### config.mk
export PLATFORM = sky130hd
export DESIGN_NAME = opb_reg_bank_ctrl
export DESIGN_NICKNAME = d
export VERILOG_FILES = /design/src/rtl/opb_reg_bank_pkg.sv /design/src/rtl/opb_reg_bank_shadow.sv /design/src/rtl/opb_reg_bank_ctrl.sv
export SDC_FILE = /design/constraint.sdc
export NUM_CORES = 1
export LEC_CHECK = 0
export ABC_AREA = 1
export CORE_AREA = 3 3 140 142
export CTS_BUF_LIST = sky130_fd_sc_hd__clkbuf_4 sky130_fd_sc_hd__clkbuf_8
export CTS_CLUSTER_DIAMETER = 30
export DETAILED_ROUTE_END_ITERATION = 7
export DIE_AREA = 0 0 143 145
export SYNTH_ARGS = -nofsm -noshare
export SYNTH_HDL_FRONTEND = slang
export SYNTH_HIERARCHICAL = 1
export SYNTH_SLANG_ARGS = --single-unit
### constraint.sdc
create_clock -name OPB_Clk -period 3 [get_ports OPB_Clk]
set_input_delay 0.3 -clock OPB_Clk [delete_from_list [all_inputs] [get_ports OPB_Clk]]
set_output_delay 0.3 -clock OPB_Clk [all_outputs]
set_load 0.03 [all_outputs]
### src/rtl/opb_reg_bank_pkg.sv
// Shared types and helpers for the OPB user register bank controller.
package opb_reg_bank_pkg;

  typedef enum logic [1:0] {
    StIdle,
    StWait,
    StAck
  } opb_state_e;

  // Bit position of the freeze flag in CTRL, using OPB big-endian numbering (bit 31 = LSB).
  localparam int unsigned CtrlFrozenBit = 31;
  localparam int unsigned WaitCntW      = 4;

  // Width of a register index covering the user registers plus the CTRL slot.
  function automatic int unsigned off_width(input int unsigned num_regs);
    return $clog2(num_regs + 1);
  endfunction

endpackage

### src/rtl/opb_reg_bank_shadow.sv
// Snapshot bank: captures every user register in one cycle and muxes shadow or live read data.
module opb_reg_bank_shadow
  import opb_reg_bank_pkg::*;
#(
  parameter int unsigned NumRegs = 8,
  parameter int unsigned IdxW    = 4
) (
  input  logic                   clk_i,
  input  logic                   rst_ni,
  input  logic                   capture_i,
  input  logic                   use_shadow_i,
  input  logic [IdxW-1:0]        idx_i,
  input  logic [NumRegs*32-1:0]  live_bus_i,
  input  logic [31:0]            live_word_i,
  output logic [31:0]            rd_word_o
);

  logic [NumRegs*32-1:0] shadow_q;
  logic [31:0]           shadow_word;

  always_ff @(posedge clk_i or negedge rst_ni) begin
    if (!rst_ni) begin
      shadow_q <= '0;
    end else if (capture_i) begin
      shadow_q <= live_bus_i;
    end
  end

  always_comb begin
    shadow_word = '0;
    for (int k = 0; k < int'(NumRegs); k++) begin
      if (idx_i == IdxW'(k)) shadow_word = shadow_q[k*32 +: 32];
    end
  end

  assign rd_word_o = use_shadow_i ? shadow_word : live_word_i;

endmodule

### src/rtl/opb_reg_bank_ctrl.sv
// OPB slave exposing C_NUM_REGS read-only user registers plus a CTRL word (freeze flag).
// Optional snapshot bank enabled by defining OPB_REG_BANK_SNAPSHOT_EN.
module opb_reg_bank_ctrl
  import opb_reg_bank_pkg::*;
#(
  parameter logic [31:0] C_BASEADDR    = 32'h01008600,
  parameter logic [31:0] C_HIGHADDR    = 32'h010086FF,
  parameter int unsigned C_NUM_REGS    = 8,
  parameter int unsigned C_WAIT_CYCLES = 2
) (
  input  logic                    OPB_Clk,
  input  logic                    OPB_Rst_n,
  input  logic [0:31]             OPB_ABus,
  input  logic [0:3]              OPB_BE,
  input  logic [0:31]             OPB_DBus,
  input  logic                    OPB_RNW,
  input  logic                    OPB_select,
  input  logic                    OPB_seqAddr,
  output logic [0:31]             Sl_DBus,
  output logic                    Sl_xferAck,
  output logic                    Sl_errAck,
  output logic                    Sl_retry,
  output logic                    Sl_toutSup,
  input  logic [C_NUM_REGS*32-1:0] user_data_in
);

  localparam int unsigned IdxW = off_width(C_NUM_REGS);
  localparam logic [WaitCntW-1:0] WaitLoad =
      WaitCntW'((C_WAIT_CYCLES == 0) ? 0 : C_WAIT_CYCLES - 1);

  opb_state_e state_q, state_d;
  logic [WaitCntW-1:0] cnt_q, cnt_d;
  logic [IdxW-1:0]     idx_q, idx_d;
  logic                rnw_q, rnw_d;
  logic                be3_q, be3_d;
  logic                d31_q, d31_d;
  logic                is_reg_q, is_reg_d;
  logic                is_ctrl_q, is_ctrl_d;
  logic                frozen_q, frozen_d;
  logic [0:31]         rdata_q, rdata_d;

  // Bus-side decode.
  logic [31:0]     abus, rel, bus_word;
  logic            bus_hit, bus_is_reg, bus_is_ctrl;
  logic [IdxW-1:0] bus_idx;

  assign abus        = OPB_ABus;
  assign rel         = abus - C_BASEADDR;
  assign bus_word    = rel >> 2;
  assign bus_hit     = OPB_select && (abus >= C_BASEADDR) && (abus <= C_HIGHADDR);
  assign bus_is_reg  = bus_word < 32'(C_NUM_REGS);
  assign bus_is_ctrl = bus_word == 32'(C_NUM_REGS);
  assign bus_idx     = bus_word[IdxW-1:0];

  // In IDLE the transfer is taken straight from the bus (zero-wait case); later from the latch.
  logic            cur_rnw, cur_is_reg, cur_is_ctrl;
  logic [IdxW-1:0] cur_idx;

  assign cur_rnw     = (state_q == StIdle) ? OPB_RNW     : rnw_q;
  assign cur_is_reg  = (state_q == StIdle) ? bus_is_reg  : is_reg_q;
  assign cur_is_ctrl = (state_q == StIdle) ? bus_is_ctrl : is_ctrl_q;
  assign cur_idx     = (state_q == StIdle) ? bus_idx     : idx_q;

  logic [31:0] live_word, user_word;
  logic [0:31] read_word;

  always_comb begin
    live_word = '0;
    for (int k = 0; k < int'(C_NUM_REGS); k++) begin
      if (cur_idx == IdxW'(k)) live_word = user_data_in[k*32 +: 32];
    end
  end

`ifdef OPB_REG_BANK_SNAPSHOT_EN
  logic capture;
  // Capture only on the 0->1 freeze transition so a repeated freeze keeps the first image.
  assign capture = frozen_d && !frozen_q;

  opb_reg_bank_shadow #(
    .NumRegs (C_NUM_REGS),
    .IdxW    (IdxW)
  ) u_shadow (
    .clk_i        (OPB_Clk),
    .rst_ni       (OPB_Rst_n),
    .capture_i    (capture),
    .use_shadow_i (frozen_q),
    .idx_i        (cur_idx),
    .live_bus_i   (user_data_in),
    .live_word_i  (live_word),
    .rd_word_o    (user_word)
  );
`else
  assign user_word = live_word;
`endif

  always_comb begin
    read_word = '0;
    if (cur_rnw) begin
      if (cur_is_reg) begin
        read_word = user_word;
      end else if (cur_is_ctrl) begin
        read_word[CtrlFrozenBit] = frozen_q;
      end
    end
  end

  always_comb begin
    state_d   = state_q;
    cnt_d     = cnt_q;
    idx_d     = idx_q;
    rnw_d     = rnw_q;
    be3_d     = be3_q;
    d31_d     = d31_q;
    is_reg_d  = is_reg_q;
    is_ctrl_d = is_ctrl_q;
    frozen_d  = frozen_q;
    rdata_d   = '0;

    unique case (state_q)
      StIdle: begin
        if (bus_hit) begin
          idx_d     = bus_idx;
          rnw_d     = OPB_RNW;
          be3_d     = OPB_BE[3];
          d31_d     = OPB_DBus[CtrlFrozenBit];
          is_reg_d  = bus_is_reg;
          is_ctrl_d = bus_is_ctrl;
          if (C_WAIT_CYCLES == 0) begin
            state_d = StAck;
            rdata_d = read_word;
          end else begin
            state_d = StWait;
            cnt_d   = WaitLoad;
          end
        end
      end
      StWait: begin
        if (!OPB_select) begin
          state_d = StIdle;
          cnt_d   = '0;
        end else if (cnt_q == '0) begin
          state_d = StAck;
          rdata_d = read_word;
        end else begin
          cnt_d = cnt_q - WaitCntW'(1);
        end
      end
      StAck: begin
        state_d = StIdle;
        if (!rnw_q && is_ctrl_q && be3_q) frozen_d = d31_q;
      end
      default: state_d = StIdle;
    endcase
  end

  always_ff @(posedge OPB_Clk or negedge OPB_Rst_n) begin
    if (!OPB_Rst_n) begin
      state_q   <= StIdle;
      cnt_q     <= '0;
      idx_q     <= '0;
      rnw_q     <= 1'b0;
      be3_q     <= 1'b0;
      d31_q     <= 1'b0;
      is_reg_q  <= 1'b0;
      is_ctrl_q <= 1'b0;
      frozen_q  <= 1'b0;
      rdata_q   <= '0;
    end else begin
      state_q   <= state_d;
      cnt_q     <= cnt_d;
      idx_q     <= idx_d;
      rnw_q     <= rnw_d;
      be3_q     <= be3_d;
      d31_q     <= d31_d;
      is_reg_q  <= is_reg_d;
      is_ctrl_q <= is_ctrl_d;
      frozen_q  <= frozen_d;
      rdata_q   <= rdata_d;
    end
  end

  assign Sl_DBus    = rdata_q;
  assign Sl_xferAck = (state_q == StAck) && (is_reg_q || is_ctrl_q);
  assign Sl_errAck  = (state_q == StAck) && !(is_reg_q || is_ctrl_q);
  assign Sl_toutSup = (state_q == StWait);
  assign Sl_retry   = 1'b0;

  logic unused_bus;
  assign unused_bus = ^{OPB_seqAddr, OPB_BE[0:2], OPB_DBus[0:30]};

endmodule

# [After elaboration in Yosys (flattened, before gate mapping)]
# Cells that the tools add are included.
[totals] regBits=48 input_bits=329 out_inout_bits=36 wordCells=72
[classes] addsub=2 n_lt_le_gt_ge=3 eq_ne=13 n_mux=27 reduce_logical=17
[ops] operator="32-bit two-way mux" count=12
[ops] operator="32-bit by 25-bit >= comparator with 1-bit output, second input constant" count=1
[ops] operator="32-bit by 25-bit <= comparator with 1-bit output, second input constant" count=1
[ops] operator="32-bit by 25-bit subtractor with 32-bit output, second input constant" count=1
[ops] operator="31-bit two-way mux" count=1
[ops] operator="30-bit by 4-bit equality test with 1-bit output, second input constant" count=1
[ops] operator="30-bit by 4-bit less-than comparator with 1-bit output, second input constant" count=1
[ops] operator="4-bit by 3-bit equality test with 1-bit output, second input constant" count=4
[ops] operator="4-bit two-way mux" count=4
[ops] operator="4-bit by 2-bit equality test with 1-bit output, second input constant" count=2
[ops] operator="4-bit logical NOT" count=2
[ops] operator="4-bit case mux with 2 select lines" count=1
[ops] operator="1-bit logical AND" count=6
[ops] operator="2-bit two-way mux" count=3
[ops] operator="2-bit AND reduction" count=3
[ops] operator="1-bit two-way mux" count=5
[ops] operator="4-bit by 1-bit equality test with 1-bit output, second input constant" count=1
[ops] operator="2-bit case mux with 2 select lines" count=1
[ops] operator="4-bit by 1-bit subtractor with 4-bit output, second input constant" count=1
[ops] operator="3-bit by 2-bit inequality test with 1-bit output, second input constant" count=1
[ops] operator="3-bit inequality test, second input constant" count=1
[ops] operator="3-bit AND reduction" count=1
[ops] operator="2-bit by 1-bit equality test with 1-bit output, second input constant" count=1
[ops] operator="2-bit equality test, second input constant" count=1
[ops] operator="other kinds (5)" count=6

# [Longest topological paths before layout]
[depth] ltp_word=16 mapped_depth=17 mapped_depth_nobuf=17

# [Worst setup path before layout]
# OpenSTA, ideal clock, no wires.
[synth_timing] kind="register to register" startpoint="register state_q[1]" endpoint="register rdata_q, in the netlist Sl_DBus[10]" arrival_ns=1.879 setup_slack_ns=1.044 path_stages_with_launch=7 path_buffers=1 synth_period_minus_slack_ns=1.956 cell_sequence="dfrtp_1 -> nor2_2 -> nand2_1 -> a2111oi_0 -> nand2_2 -> buf_4 -> a21oi_1"
[synth_rtl] element="start: declaration" line="opb_reg_bank_ctrl.sv:31" text="opb_state_e state_q, state_d;"
[synth_rtl] element="start signal: assignment" line="opb_reg_bank_ctrl.sv:158" text="state_q <= StIdle;"
[synth_rtl] element="start signal: assignment" line="opb_reg_bank_ctrl.sv:169" text="state_q <= state_d;"
[synth_rtl] element="2-bit by 1-bit equality test with 1-bit output"
[synth_rtl] element="named net Sl_toutSup" line="opb_reg_bank_ctrl.sv:23" text="output logic Sl_toutSup,"
[synth_rtl] element="32-bit two-way mux" line="opb_reg_bank_ctrl.sv:119" text="unique case (state_q)"
[synth_rtl] element="named net rdata_d, one bit" line="opb_reg_bank_ctrl.sv:40" text="logic [0:31] rdata_q, rdata_d;"
[synth_rtl] element="end signal: assignment" line="opb_reg_bank_ctrl.sv:178" text="rdata_q <= rdata_d;"
[synth_rtl] element="end: declaration" line="opb_reg_bank_ctrl.sv:40"
# The timed path passes the listed nets, and every way through them passes these cells.
# A chain may end at the register's enable or synchronous reset.

# [Worst setup path in the final report]
[layout_timing] startpoint="register state_q[1]" endpoint="register rdata_q, in the netlist Sl_DBus[14]"
[layout_via] elab_chain_cells=16
[layout_rtl] element="2-bit logical NOT" line="opb_reg_bank_ctrl.sv:59, opb_reg_bank_ctrl.sv:60, opb_reg_bank_ctrl.sv:62"
[layout_rtl] element="4-bit two-way mux" line="opb_reg_bank_ctrl.sv:62" text="assign cur_idx = (state_q == StIdle) ? bus_idx : idx_q;"
[layout_rtl] element="4-bit logical NOT" line="opb_reg_bank_ctrl.sv:70" text="if (cur_idx == IdxW'(k)) live_word = user_data_in[k*32 +: 32];"
[layout_rtl] element="32-bit two-way mux (8 in a row)" line="opb_reg_bank_ctrl.sv:70"
[layout_rtl] element="31-bit two-way mux" line="opb_reg_bank_ctrl.sv:99" text="if (cur_is_reg) begin"
[layout_rtl] element="32-bit two-way mux" line="opb_reg_bank_ctrl.sv:98" text="if (cur_rnw) begin"
[layout_rtl] element="32-bit two-way mux" line="opb_reg_bank_ctrl.sv:141" text="end else if (cnt_q == '0) begin"
[layout_rtl] element="32-bit two-way mux" line="opb_reg_bank_ctrl.sv:138" text="if (!OPB_select) begin"
[layout_rtl] element="32-bit two-way mux (*)" line="opb_reg_bank_ctrl.sv:119"
[layout_rtl] element="named net rdata_d, one bit" line="opb_reg_bank_ctrl.sv:40"
# Mark *: on every way through the listed nets, which the timed path passes. The rest lies on a longest branch.

==> flow_summary.json <==
{
  "hold_class": "register to register",
  "drtAntennaViolNets": 0,
  "period_share": 0.8904,
  "min_period_ns": 2.671,
  "timing.hold.ws_ns": 0.4784,
  "cp-endpoint": "Sl_DBus[14]",
  "syn_nets": 1068,
  "antenna_found_initial": 3,
  "path_common_cell": "nand2_1",
  "io_buffers": 328,
  "r2r-end": "Sl_DBus[14]",
  "area_growth_pct": 84.62,
  "num_rows": 50,
  "ys_top_cells_by_area": "dfrtp_1 27%, nand2_1 23%, nand3_1 10%, nor2_1 5.9%, nand4_1 4.7%",
  "grt_pass1_vias": 5978,
  "cp.arrival_ns": 2.93,
  "drc_errors": 0,
  "grt_setup_unrepaired": "no",
  "place.gp.congestion": 0.9196,
  "finalHoldViolCount": 0,
  "fmax_mhz": 374.4,
  "cts-root-buf": "clkbuf_8",
  "yosysMostFrequentCell": "nand2_1",
  "ys.flop_type": "dfrtp_1",
  "grt_overflow": 0,
  "ir_worst_vdd_mv": 0.1919,
  "cap_violations": 0,
  "p_total_uw": 1933,
  "crit_path_cell_trace": "nor2_2 -> nand2_1 -> o21ai_2 -> inv_2 -> nor2_1 -> nand2_1 -> inv_2 -> nand2_1 -> nand4_1 -> o21ai_0 -> nand2_1 -> nand2_1 -> nor2_1",
  "cts-resized-gates": 0,
  "postSynthAreaPerCell_um2": 5.950,
  "clkSinkCount": 48,
  "synth_top_family_by_area": "simple AND/OR/NAND/NOR gates",
  "finalWirelength_um": 24350,
  "drive_above_1_share": 0.06026,
  "tightest_slew_ns": 0.6393,
  "core_area_um2": 18580,
  "dr.pass1.iters": 6,
  "slew_headroom": 0.5738,
  "grt_max_degree": 33,
  "dp_hpwl_um": 20660,
  "fillers": 1946,
  "setup_tns_ns": 0,
  "die_x_um": 143,
  "synth.area.mux_share": 0,
  "vias_per_cell": 4.706,
  "synth_compound_area_frac": 0.1361,
  "r2r_cells": 13,
  "grt_usage": 0.2262,
  "numCtsBuffers": 5,
  "synth_common_cells": "266 x nand2_1, 92 x nand3_1, 69 x nor2_1",
  "wl_per_cell_um": 18.75,
  "cts_max_level": 2,
  "critPathKind": "register to register",
  "critical_path_depth": 13,
  "cp-start-kind": "register",
  "synth-seq-cells": 48,
  "cp.required_ns": 3.26,
  "clkSlewWorstSetupHoldPaths_ns": 0.10,
  "synthCells": 737,
  "synth_edf_count": 0,
  "io_pins": 365,
  "fin_nets": 1392,
  "crit_buf_inv": 2,
  "seq_area_frac_synth": 0.2739,
  "startpoint": "state_q[1]",
  "slowest_stage": "dfrtp_1",
  "synth-simple-area-share": 0.4825,
  "clkLatencyLatePin_ns": 0.32,
  "first_iter_violations": 307,
  "syn-cell-area_um2": 4385,
  "die-area_um2": 20740,
  "start_util": 0.2360,
  "p_leak_uw": 0.003502,
  "r2r_slack_ns": 0.33,
  "synth_cell_types": 35,
  "p_per_area_nw_per_um2": 238.7,
  "synth_top_cell_area_share": 0.2739,
  "status": "complete, no violations",
  "die_y_um": 145,
  "grt_pass1_wl_um": 35420,
  "crit_family": "simple AND/OR/NAND/NOR gates",
  "cts_tree": "built",
  "rr_startpoint": "state_q[1]",
  "clockBufferDepth": 2,
  "synth_adder_area_share": 0.005706,
  "setup_viol": 0,
  "routed-via-count": 6113,
  "synth_xor_area_frac": 0.009986,
  "synth_top_area_cell": "dfrtp_1",
  "cpPeakStageDelay_ns": 0.43,
  "yosys_warnings": 6,
  "critPathCaptureType": "register",
  "slew_violations": 0,
  "finalClockSkew_ns": 0.01561,
  "synthArstFlopShare": 1.000,
  "cp_max_fo": 21
}
[per-stage QoR]
stage / cell area, um^2 / instances / utilization / worst slack [ns]
finish: 8097 / 1299 / 0.4358 / 0.3289
global route: 8094 / 1298 / 0.4356 / 0.06002
CTS: 8089 / 1296 / 0.4354 / 0.3069
detailed placement: 7941 / 1287 / 0.4274 / 0.1618
global placement: 7941 / 1287 / 0.4274 / 0.2100
floorplan: 4385 / 737 / - / 1.044
[how the worst min path moves through the flow]
stage	slack, ns	from	cells after the start	end
after global routing	0.50	idx_q[2]	2	idx_q[2]
final	0.48	idx_q[2]	2	idx_q[2]
after global placement	0.36	OPB_Rst_n	1	Sl_DBus[5]
after floorplan	0.004	OPB_Rst_n	0	Sl_DBus[0]
after CTS	0.48	idx_q[2]	2	idx_q[2]
after detailed placement	0.36	OPB_Rst_n	1	Sl_DBus[12]
[where the power goes]
| group | internal [uW] | leakage (uW) | switching (uW) |
|---|---|---|---|
| Combinational | 424 | 0.00279 | 275 |
| Sequential | 648 | 0.000645 | 0.471 |
| Clock | 336 | 0.0000688 | 250 |
[metal layers]
layer | up-vias | part of all wire | GRT usage
met5 | - | 0.00049 | 0
met4 | 2 | 0.019 | 0.05989
met3 | 25 | 0.079 | 0.05043
met2 | 255 | 0.47 | 0.3644
met1 | 2738 | 0.43 | 0.3045
li1 | 3093 | - | -
[layout by cell type (no fill, tap or decap), types with 4 or more instances in the layout]
cell type,netlist,final
nor3_1,4,4
nand3_1,92,92
o21ai_0,16,16
o21ai_1,27,27
buf_4,8,25
nand2_1,266,266
nor2_2,7,8
a21oi_1,41,41
o22ai_1,20,20
xor2_1,5,5
nand4_1,33,33
nor2_1,69,68
dfrtp_1,48,48
clkdlybuf4s50_1,0,327
clkbuf_8,0,5
inv_2,5,5
inv_1,40,40
[worst register-to-register path: cells and delay by family, from the launching register on]
kind,cells,cell delay [ns]
simple gates,9,1.32
buf+inv,2,0.51
flops,1,0.43
compound gates,2,0.36
[area by class of cell]
cell class,count,area (um^2),share of cell area
antenna,3,7.507,0.0009272
timing repair buffer,355,3496,0.4318
clock buffer,5,68.82,0.008499
inverter,46,173.9,0.02148
clock inverter,3,68.82,0.008499
multi-input combinational,605,2788,0.3443
tap,234,292.8,0.03616
sequential,48,1201,0.1484
[logic make-up (layout without fill, tap and decap cells)]
family,after synthesis,count (layout)
simple gates,487,487
flops,48,48
xor+xnor,5,5
buf+inv,84,409
compound gates,110,110
other cells,1,4
fa+ha+maj,2,2
[registers in the layout (all words and copies together) (netlist names)]
register and cells:
Sl_DBus 32, cnt_q 4, idx_q 4, state_q 2, be3_q 1, d31_q 1
frozen_q 1, is_ctrl_q 1, is_reg_q 1, rnw_q 1
[what timing repair did]
item	4_1_cts	5_1_grt
hold endpoints to repair	5	0
hold buffers	1	0
buffers inserted	0	0
endpoints found under the setup margin	0	0
Note: power is estimated with default switching activity, not from simulation.
